File: src/rtl/hba_servo_pkg.sv
`default_nettype none
// +--------------------------------------------------------------------+
// | hba_servo_pkg : register map, CTRL bits, timing and bus FSM codes   |
// | Revision      : 1.0                                                |
// +--------------------------------------------------------------------+
package hba_servo_pkg;

  localparam logic [1:0] REG_CTRL   = 2'd0;
  localparam logic [1:0] REG_POS0   = 2'd1;
  localparam logic [1:0] REG_POS1   = 2'd2;
  localparam logic [1:0] REG_STATUS = 2'd3;

  localparam int         CTRL_EN0    = 0;
  localparam int         CTRL_EN1    = 1;
  localparam int         CTRL_IRQ_EN = 7;
  localparam logic [7:0] CTRL_MASK   = 8'h83;

  localparam int TICK_HZ     = 250_000;
  localparam int FRAME_TICKS = 5000;
  localparam int MIN_TICKS   = 250;
  localparam int FRAME_W     = 13;

  localparam logic [1:0] ST_IDLE = 2'd0;
  localparam logic [1:0] ST_ACK  = 2'd1;
  localparam logic [1:0] ST_WAIT = 2'd2;

endpackage
`default_nettype wire

File: src/rtl/hba_servo_channel.sv
`default_nettype none
// +--------------------------------------------------------------------+
// | servo_channel : per-frame shadow of pos/enable plus pulse compare   |
// | Revision      : 1.0                                                |
// +--------------------------------------------------------------------+
module servo_channel
  import hba_servo_pkg::*;
(
  input  logic               clk_i,
  input  logic               rst_i,
  input  logic               frame_start_i,
  input  logic [FRAME_W-1:0] frame_cnt_d_i,
  input  logic               en_i,
  input  logic [7:0]         pos_i,
  output logic               pwm_o
);

  logic       en_q,  en_d;
  logic [7:0] pos_q, pos_d;
  logic       pwm_q, pwm_d;
  logic [8:0] thresh;

  // Compare against next-state values so the output rises on the wrap edge.
  always_comb begin
    en_d   = frame_start_i ? en_i  : en_q;
    pos_d  = frame_start_i ? pos_i : pos_q;
    thresh = 9'(MIN_TICKS) + {1'b0, pos_d};
    pwm_d  = en_d && (frame_cnt_d_i < {{(FRAME_W-9){1'b0}}, thresh});
  end

  always_ff @(posedge clk_i) begin
    if (rst_i) begin
      en_q  <= 1'b0;
      pos_q <= 8'h80;
      pwm_q <= 1'b0;
    end else begin
      en_q  <= en_d;
      pos_q <= pos_d;
      pwm_q <= pwm_d;
    end
  end

  assign pwm_o = pwm_q;

endmodule
`default_nettype wire

File: src/rtl/hba_servo.sv
`default_nettype none
// +--------------------------------------------------------------------+
// | hba_servo : HBA slave driving two hobby-servo pulse trains          |
// | Revision  : 1.0                                                    |
// +--------------------------------------------------------------------+
module hba_servo
  import hba_servo_pkg::*;
#(
  parameter int CLK_FREQUENCY     = 60_000_000,
  parameter int DBUS_WIDTH        = 8,
  parameter int PERIPH_ADDR_WIDTH = 4,
  parameter int REG_ADDR_WIDTH    = 8,
  parameter int ADDR_WIDTH        = PERIPH_ADDR_WIDTH + REG_ADDR_WIDTH,
  parameter int PERIPH_ADDR       = 6
) (
  input  logic                  hba_clk,
  input  logic                  hba_reset,
  input  logic                  hba_rnw,
  input  logic                  hba_select,
  input  logic [ADDR_WIDTH-1:0] hba_abus,
  input  logic [DBUS_WIDTH-1:0] hba_dbus,
  output logic [DBUS_WIDTH-1:0] hba_dbus_slave,
  output logic                  hba_xferack_slave,
  output logic                  slave_interrupt,
  output logic [1:0]            servo_pwm
);

  localparam int PRE_DIV = CLK_FREQUENCY / TICK_HZ;
  localparam int PRE_W   = (PRE_DIV > 1) ? $clog2(PRE_DIV) : 1;

  logic [PRE_W-1:0]      pre_q, pre_d;
  logic [FRAME_W-1:0]    frame_q, frame_d;
  logic                  tick, frame_wrap, frame_start;
  logic [1:0]            state_q, state_d;
  logic                  slot_hit, capture, ack, wr_en;
  logic [1:0]            idx_q;
  logic                  rnw_q;
  logic [7:0]            wdata_q;
  logic [DBUS_WIDTH-1:0] rdata_q;
  logic [7:0]            rd_mux;
  logic [7:0]            ctrl_q;
  logic [1:0][7:0]       pos_q;
  logic                  flag_q, flag_d;
  logic                  unused_abus;

  assign unused_abus = ^hba_abus[ADDR_WIDTH-PERIPH_ADDR_WIDTH-1:2];

  always_comb begin
    tick        = (pre_q == PRE_W'(PRE_DIV - 1));
    pre_d       = tick ? '0 : pre_q + PRE_W'(1);
    frame_wrap  = (frame_q == FRAME_W'(FRAME_TICKS - 1));
    frame_start = tick && frame_wrap;
    frame_d     = frame_q;
    if (tick) frame_d = frame_wrap ? '0 : frame_q + FRAME_W'(1);
  end

  always_ff @(posedge hba_clk) begin
    if (hba_reset) begin
      pre_q   <= '0;
      frame_q <= '0;
    end else begin
      pre_q   <= pre_d;
      frame_q <= frame_d;
    end
  end

  // Bus FSM: WAIT absorbs a long select so one transfer gets one ack.
  assign slot_hit = hba_select &&
                    (hba_abus[ADDR_WIDTH-1 -: PERIPH_ADDR_WIDTH] == PERIPH_ADDR_WIDTH'(PERIPH_ADDR));

  always_ff @(posedge hba_clk) begin
    if (hba_reset) state_q <= ST_IDLE;
    else           state_q <= state_d;
  end

  always_comb begin
    state_d = state_q;
    case (state_q)
      ST_IDLE: if (slot_hit)    state_d = ST_ACK;
      ST_ACK:                   state_d = ST_WAIT;
      ST_WAIT: if (!hba_select) state_d = ST_IDLE;
      default:                  state_d = ST_IDLE;
    endcase
  end

  always_comb begin
    capture        = (state_q == ST_IDLE) && slot_hit;
    ack            = (state_q == ST_ACK);
    wr_en          = ack && !rnw_q;
    hba_dbus_slave = (ack && rnw_q) ? rdata_q : '0;
  end

  assign hba_xferack_slave = ack;

  always_comb begin
    rd_mux = '0;
    case (hba_abus[1:0])
      REG_CTRL:   rd_mux = ctrl_q;
      REG_POS0:   rd_mux = pos_q[0];
      REG_POS1:   rd_mux = pos_q[1];
      REG_STATUS: rd_mux = {7'b0, flag_q};
      default:    rd_mux = '0;
    endcase
  end

  // A frame start outranks a same-cycle STATUS write.
  always_comb begin
    flag_d = flag_q;
    if (wr_en && (idx_q == REG_STATUS)) flag_d = 1'b0;
    if (frame_start)                    flag_d = 1'b1;
  end

  always_ff @(posedge hba_clk) begin
    if (hba_reset) begin
      idx_q   <= '0;
      rnw_q   <= 1'b1;
      wdata_q <= '0;
      rdata_q <= '0;
      ctrl_q  <= '0;
      pos_q   <= {8'h80, 8'h80};
      flag_q  <= 1'b0;
    end else begin
      if (capture) begin
        idx_q   <= hba_abus[1:0];
        rnw_q   <= hba_rnw;
        wdata_q <= hba_dbus[7:0];
        rdata_q <= DBUS_WIDTH'(rd_mux);
      end
      if (wr_en) begin
        case (idx_q)
          REG_CTRL: ctrl_q   <= wdata_q & CTRL_MASK;
          REG_POS0: pos_q[0] <= wdata_q;
          REG_POS1: pos_q[1] <= wdata_q;
          default:  ;
        endcase
      end
      flag_q <= flag_d;
    end
  end

  assign slave_interrupt = flag_q & ctrl_q[CTRL_IRQ_EN];

  for (genvar n = 0; n < 2; n++) begin : g_chan
    servo_channel u_chan (
      .clk_i         (hba_clk),
      .rst_i         (hba_reset),
      .frame_start_i (frame_start),
      .frame_cnt_d_i (frame_d),
      .en_i          (ctrl_q[n]),
      .pos_i         (pos_q[n]),
      .pwm_o         (servo_pwm[n])
    );
  end

endmodule
`default_nettype wire

File: config.mk
export PLATFORM = sky130hd
export DESIGN_NAME = hba_servo
export DESIGN_NICKNAME = d
export VERILOG_FILES = /design/src/rtl/hba_servo_pkg.sv /design/src/rtl/hba_servo_channel.sv /design/src/rtl/hba_servo.sv
export SDC_FILE = /design/constraint.sdc
export NUM_CORES = 1
export LEC_CHECK = 0
export ABC_AREA = 1
export CORE_MARGIN = 2
export CORE_UTILIZATION = 30
export DETAILED_ROUTE_END_ITERATION = 7
export GPL_TIMING_DRIVEN = 0
export HOLD_SLACK_MARGIN = 0.03
export SETUP_SLACK_MARGIN = 0.15
export SLEW_MARGIN = 30
export SYNTH_ARGS = -nofsm -noshare
export SYNTH_HDL_FRONTEND = slang
export SYNTH_SLANG_ARGS = --single-unit
File: constraint.sdc
create_clock -name hba_clk -period 3.13 [get_ports hba_clk]
set_input_delay 0.626 -clock hba_clk [delete_from_list [all_inputs] [get_ports hba_clk]]
set_output_delay 0.626 -clock hba_clk [all_outputs]
set_load 0.05 [all_outputs]
Yosys cells after proc, flatten, opt, wreduce, memory -nomap -nowiden
Cells that the tools add are included.

Flip-flop bits (word level): 82. Bits of input ports: 24. Output and inout bits: 12. Logic and storage cells: 68.

Add/sub/neg operators: 4. Magnitude comparators: 2. Equal/unequal tests: 13. Multiplexer cells: 13. Bitwise gates (word level): 1. Reduce and logical (&&, ||, !) cells: 18.

Operator list (number): $pmux W8 S4 (1); $lt A13 B9 Y1 (2); $mux W13 (2); $mux W8 (3); $add A8 B8 Y9 const A (2); $add A13 B1 Y13 const B (1); $eq A13 B13 Y1 const B (1); $eq A2 B2 Y1 const B (5); $add A8 B1 Y8 const B (1); $eq A8 B8 Y1 const B (1); $logic_and A1 B1 Y1 (8); $reduce_and A2 Y1 (4); $eq A2 B1 Y1 const B (3); $logic_not A2 Y1 (3); $pmux W2 S3 (1); $eq A4 B3 Y1 const B (1); $mux W1 (4); $mux W2 (2); $ne A2 B2 Y1 const B (2); $reduce_bool A2 Y1 (1); $reduce_or A2 Y1 (1); $and A1 B1 Y1 (1); $logic_not A1 Y1 (1).

Longest topological paths before layout
Depth in word-level cells: 6. Gate-level depth with buffers: 22. Gate-level depth less buffers: 21.

Modules after synthesis
From an unflattened synthesis, not the netlist that was laid out.

Cell total of the unflattened synthesis: 651. Area total of the unflattened synthesis: 4450.5 µm².

Modules (own cells, without submodules): hba_servo (instances 1, cells an instance 417, area an instance 2874.0 µm², seq. area each 1241.2 µm²); servo_channel (instances 2, cells an instance 117, area an instance 788.3 µm², seq. area each 200.2 µm²).

Least setup slack after synthesis
No wires, ideal clock.

Path kind: register -> output. Start point: register state_q[0]. End point: output port hba_dbus_slave[0]. Arrival: 2.098 ns. Data required time: 2.504 ns. Path slack: 0.406 ns. Cell stages (with the launch flop): 5. Buffers on the path: 0. Cells stage by stage: dfxtp_1 -> inv_1 -> nor2_1 -> nand2_1 -> nor2_1.

Cells in the longest elaborated chain, start to end: 3.

RTL lines: start: declaration (line hba_servo.sv:34) `logic [1:0] state_q, state_d;`; start signal: assignment (line hba_servo.sv:73) `else state_q <= state_d;`; $eq A2 B1 Y1 (line hba_servo.sv:88) `ack = (state_q == ST_ACK);`; named net hba_xferack_slave (line hba_servo.sv:23) `output logic hba_xferack_slave,`; $logic_and A1 B1 Y1 (line hba_servo.sv:90) `hba_dbus_slave = (ack && rnw_q) ? rdata_q : '0;`; $mux W8 (line hba_servo.sv:90); end: declaration (line hba_servo.sv:22) `output logic [DBUS_WIDTH-1:0] hba_dbus_slave,`.

The timed path passes the listed nets, and every way through them passes these cells.

Worst setup path after layout
Start point: register frame_q[0]. End point: register g_chan[1].u_chan.pwm_q.

Cells in the longest elaborated chain, start to end: 6. Elaborated cells on any way between the ends: 10. Those cells by class: 2 x add/sub; 1 x order compare; 1 x eq/ne; 4 x mux; 2 x reduce/logical.

RTL lines: start: declaration (line hba_servo.sv:32) `logic [FRAME_W-1:0] frame_q, frame_d;`; start signal: assignment (line hba_servo.sv:63) `frame_q <= frame_d;`; $eq A13 B13 Y1 (line hba_servo.sv:51) `frame_wrap = (frame_q == FRAME_W'(FRAME_TICKS - 1));`; $logic_and A1 B1 Y1 (line hba_servo.sv:52) `frame_start = tick && frame_wrap;`; $mux W8 (line hba_servo_channel.sv:26) `pos_d = frame_start_i ? pos_i : pos_q;`; named net g_chan[1].u_chan.pos_d[1] (line hba_servo_channel.sv:19) `logic [7:0] pos_q, pos_d;`; $add A8 B8 Y9 (line hba_servo_channel.sv:27) `thresh = 9'(MIN_TICKS) + {1'b0, pos_d};`; $lt A13 B9 Y1 (line hba_servo_channel.sv:28) `pwm_d = en_d && (frame_cnt_d_i < {{(FRAME_W-9){1'b0}}, thresh});`; $logic_and A1 B1 Y1 (line hba_servo_channel.sv:28); end signal: assignment (line hba_servo_channel.sv:39) `pwm_q <= pwm_d;`; end: declaration (line hba_servo_channel.sv:20) `logic pwm_q, pwm_d;`.

The timed path passes the listed nets, and every way through them passes these cells. A chain may end at the register's enable or synchronous reset.

==> metrics.cfg <==
[status]
status = completed

[drt]
ant_nets = 0
met3_length_um = 414
vias = 3914
finalWirelength_um = 10400
wl_per_cell_um = 12.4
vias_per_cell = 4.68
drt-met1-wl_um = 5240
dr.pass1.iters = 4
drc_errors = 0
drtIter0Drc = 204
dr_wl_met2_um = 4520
highest_layer = met4

[place]
placed_cells_incl_taps = 816
portBuffers = 29
dp_slack_ps = 7.96
place.gp.congestion = 0.808
dpl-instance-area_mm2 = 0.00473
dp_hpwl_um = 7870

[pwr]
power_density_mw_per_mm2 = 445
p_leak_nw = 2.25
ir_drop_mv = 0.213
comb_power_share = 0.032
internal_power_mw = 1.81
p_sw_frac = 0.214
p_clk_frac = 0.508
netSwitchingPower_uw = 494
seqPwrFrac = 0.460

[global_route]
grt_max_degree = 15
grt_usage = 0.144
grt_pass1_vias = 3385
antenna_found_initial = 0
grt_first_pass_wirelength_um = 16900
grt-ovfl-total = 0

[setup_path]
r2r_slack_ps = 370
critPathMaxFanout = 10
cp-endpoint = g_chan[1].u_chan.pwm_o
worstPathArrival_ps = 2990
r2r-start = frame_q[0]
start_kind = register
r2r_cells = 22
r2r-end = g_chan[1].u_chan.pwm_o
cp-end-kind = register
critPathKind = register to register
worstSetupStartpoint = frame_q[0]
worstPathRequired_ps = 3370

[timing]
skew_ps = 6.82
fin_crit_ps = 2760
slew_violations = 0
fin_crit_sh = 0.880
timing.setup.tns_ps = 0
setup_ws_ps = 374
max_slew_margin = 0.608
rsz0062_at_grt = false
setup_viol = 0
tightest_slew_ps = 586
hold_viol = 0
fmaxAchievable_mhz = 363

[min_path]
hp-class = register to register

[cts]
clock-sinks = 82
clock_path_buffers = 2
clkLatencyLatePin_ps = 340
path_clk_slew_ps = 60
cts.htree.levels = 3
cts_root_buf = clkbuf_16
cts_buffers = 9
cts_tree = done

[synthesis]
ys_warn_count = 0
synth_seq_area_share = 0.390
synth_cell_types = 38
synth.most_common_cell = nand2_1
netlist.area_leader.share = 0.390
avgSynthCellArea_um2 = 6.94
synthArstFlopShare = 0
synthCells = 607
synth.cell_area_mm2 = 0.00421
synth-seq-cells = 82
ys.flop_type = dfxtp_1
synth-edff-count = 0
synthTopCellsByCount = 130 x nand2_1, 110 x nor2_1, 82 x dfxtp_1
synthTopCellsByArea = dfxtp_1 39%, nand2_1 12%, nor2_1 9.8%
yosys.area.top_type = dfxtp_1
synth_nets = 651

[floorplanning]
fp.coreArea_mm2 = 0.0138
die-area_mm2 = 0.0150
fp.dieW_um = 122
rows = 43
initial_utilization = 0.306
die_h_um = 122
io_pins = 36

[finish]
multi_input_area_mm2 = 0.00227
regArea_mm2 = 0.00165
area_growth_pct = 23.1
final_cells = 837
stdcell_area_mm2 = 0.00518
fillers = 1491
diodes = 0
nets = 696
drive_above_1_share = 0.0898

[flow_run]
cap_violations = 0

[worst min-delay path by stage]
stage | cells after the start | slack (ps) | startpoint | endpoint
after floorplan | 1 | 430 | pre_q[0] | pre_q[0]
after global placement | 1 | 450 | pre_q[0] | pre_q[0]
after detailed placement | 1 | 450 | pre_q[0] | pre_q[0]
after CTS | 1 | 470 | pre_q[0] | pre_q[0]
after global routing | 1 | 480 | pre_q[0] | pre_q[0]
final | 1 | 460 | pre_q[0] | pre_q[0]
[state kept, by name, summed over array words and instances, names as in the netlist]
| register | cells |
|---|---|
| pre_q | 8 |
| frame_q | 13 |
| pos_q | 16 |
| g_chan.u_chan.pwm_o | 2 |
| state_q | 2 |
| rdata_q | 8 |
| rnw_q | 1 |
| ctrl_q | 3 |
| idx_q | 2 |
| g_chan.u_chan.pos_q | 16 |
| g_chan.u_chan.en_q | 2 |
| wdata_q | 8 |
| flag_q | 1 |
[repair_timing]
item	4_1_cts	5_1_grt
hold buffers	0	0
pin swaps	2	5
setup buffers	1	4
resized for setup	8	16
cloned	0	0
endpoints found under the setup margin	2	2
[worst max-delay path, cell delays in order, from the launching register on]
cell,delay [ps]
dfxtp_2,380
ha_4,160
nand2_4,70
inv_1,60
nand2_1,60
nor2_2,130
nand3_4,110
buf_6,170
nand2_1,90
nand2_2,80
ha_1,200
inv_1,80
nand3_1,90
nor2_2,140
nand2_1,70
nand2_1,60
nand2_1,60
ha_1,300
nand2_1,50
o21ai_0,150
nor2_1,60
nand2_1,60
nor2_1,40
[stage by stage]
| step | hold slack (ps) | utilization | power [mW] |
|---|---|---|---|
| floorplan | 430 | - | 1.12 |
| global placement | 447 | 0.343 | 1.16 |
| detailed placement | 454 | 0.343 | 1.16 |
| CTS | 468 | 0.370 | 2.32 |
| global route | 475 | 0.376 | 2.38 |
| finish | 460 | 0.376 | 2.31 |
[layout make-up]
cell class,instances,share of cell area
inverters,75,0.0543
multi-input cells,432,0.437
clock inverters,5,0.0167
well taps,180,0.0434
plain buffers,18,0.0205
clock buffers,11,0.0468
flip-flops and latches,82,0.318
repair buffers,34,0.0632
[kinds of logic after synthesis]
family / Yosys count / share of synthesized area
AOI/OAI and AO/OA: 95 / 0.127
and+or+nand+nor: 309 / 0.316
xor gates and xnor gates: 8 / 0.0166
buffers and inverters: 93 / 0.0906
DFF: 82 / 0.390
adders and majority gates: 20 / 0.0594
[power groups by stage]
stage | Combinational, mW | Clock, mW | Sequential [mW]
final | 0.0747 | 1.17 | 1.06
after global routing | 0.0841 | 1.23 | 1.06
after CTS | 0.0739 | 1.19 | 1.06
after detailed placement | 0.0736 | 0 | 1.08
after global placement | 0.0739 | 0 | 1.08
after floorplan | 0.0368 | 0 | 1.08
[placed cells by master (no fill, tap or decap), types with 2 or more instances in the layout]
cell	synthesis	routed
clkbuf_1	10	11
a21oi_1	32	32
clkbuf_16	0	9
a221oi_1	5	5
nor3_1	7	7
o31ai_1	2	2
nand3_1	36	34
ha_1	20	18
xnor2_1	3	3
ha_4	0	2
buf_6	2	3
o21ai_2	2	2
a211oi_1	2	2
dfxtp_1	82	77
a41oi_1	2	2
nor2_1	110	107
o21ai_0	41	41
clkinv_1	3	3
clkinv_4	0	2
nand2_1	130	127
bufinv_16	0	2
nor3_4	2	3
nor2_2	3	4
nand4_1	11	11
o21ai_1	4	4
dfxtp_2	0	5
nand3_2	3	4
o211ai_1	2	2
nand3_4	1	2
nor2_4	1	3
clkdlybuf4s50_1	0	29
buf_4	4	9
xor2_1	5	5
nand2_2	0	2
inv_1	71	71
[per-layer routing]
metal | vias up | track usage
met5 | - | 0
met4 | 0 | 0.0603
met3 | 13 | 0.0265
met2 | 70 | 0.211
met1 | 1773 | 0.208
li1 | 2058 | -
(Power assumes the default switching activity.)
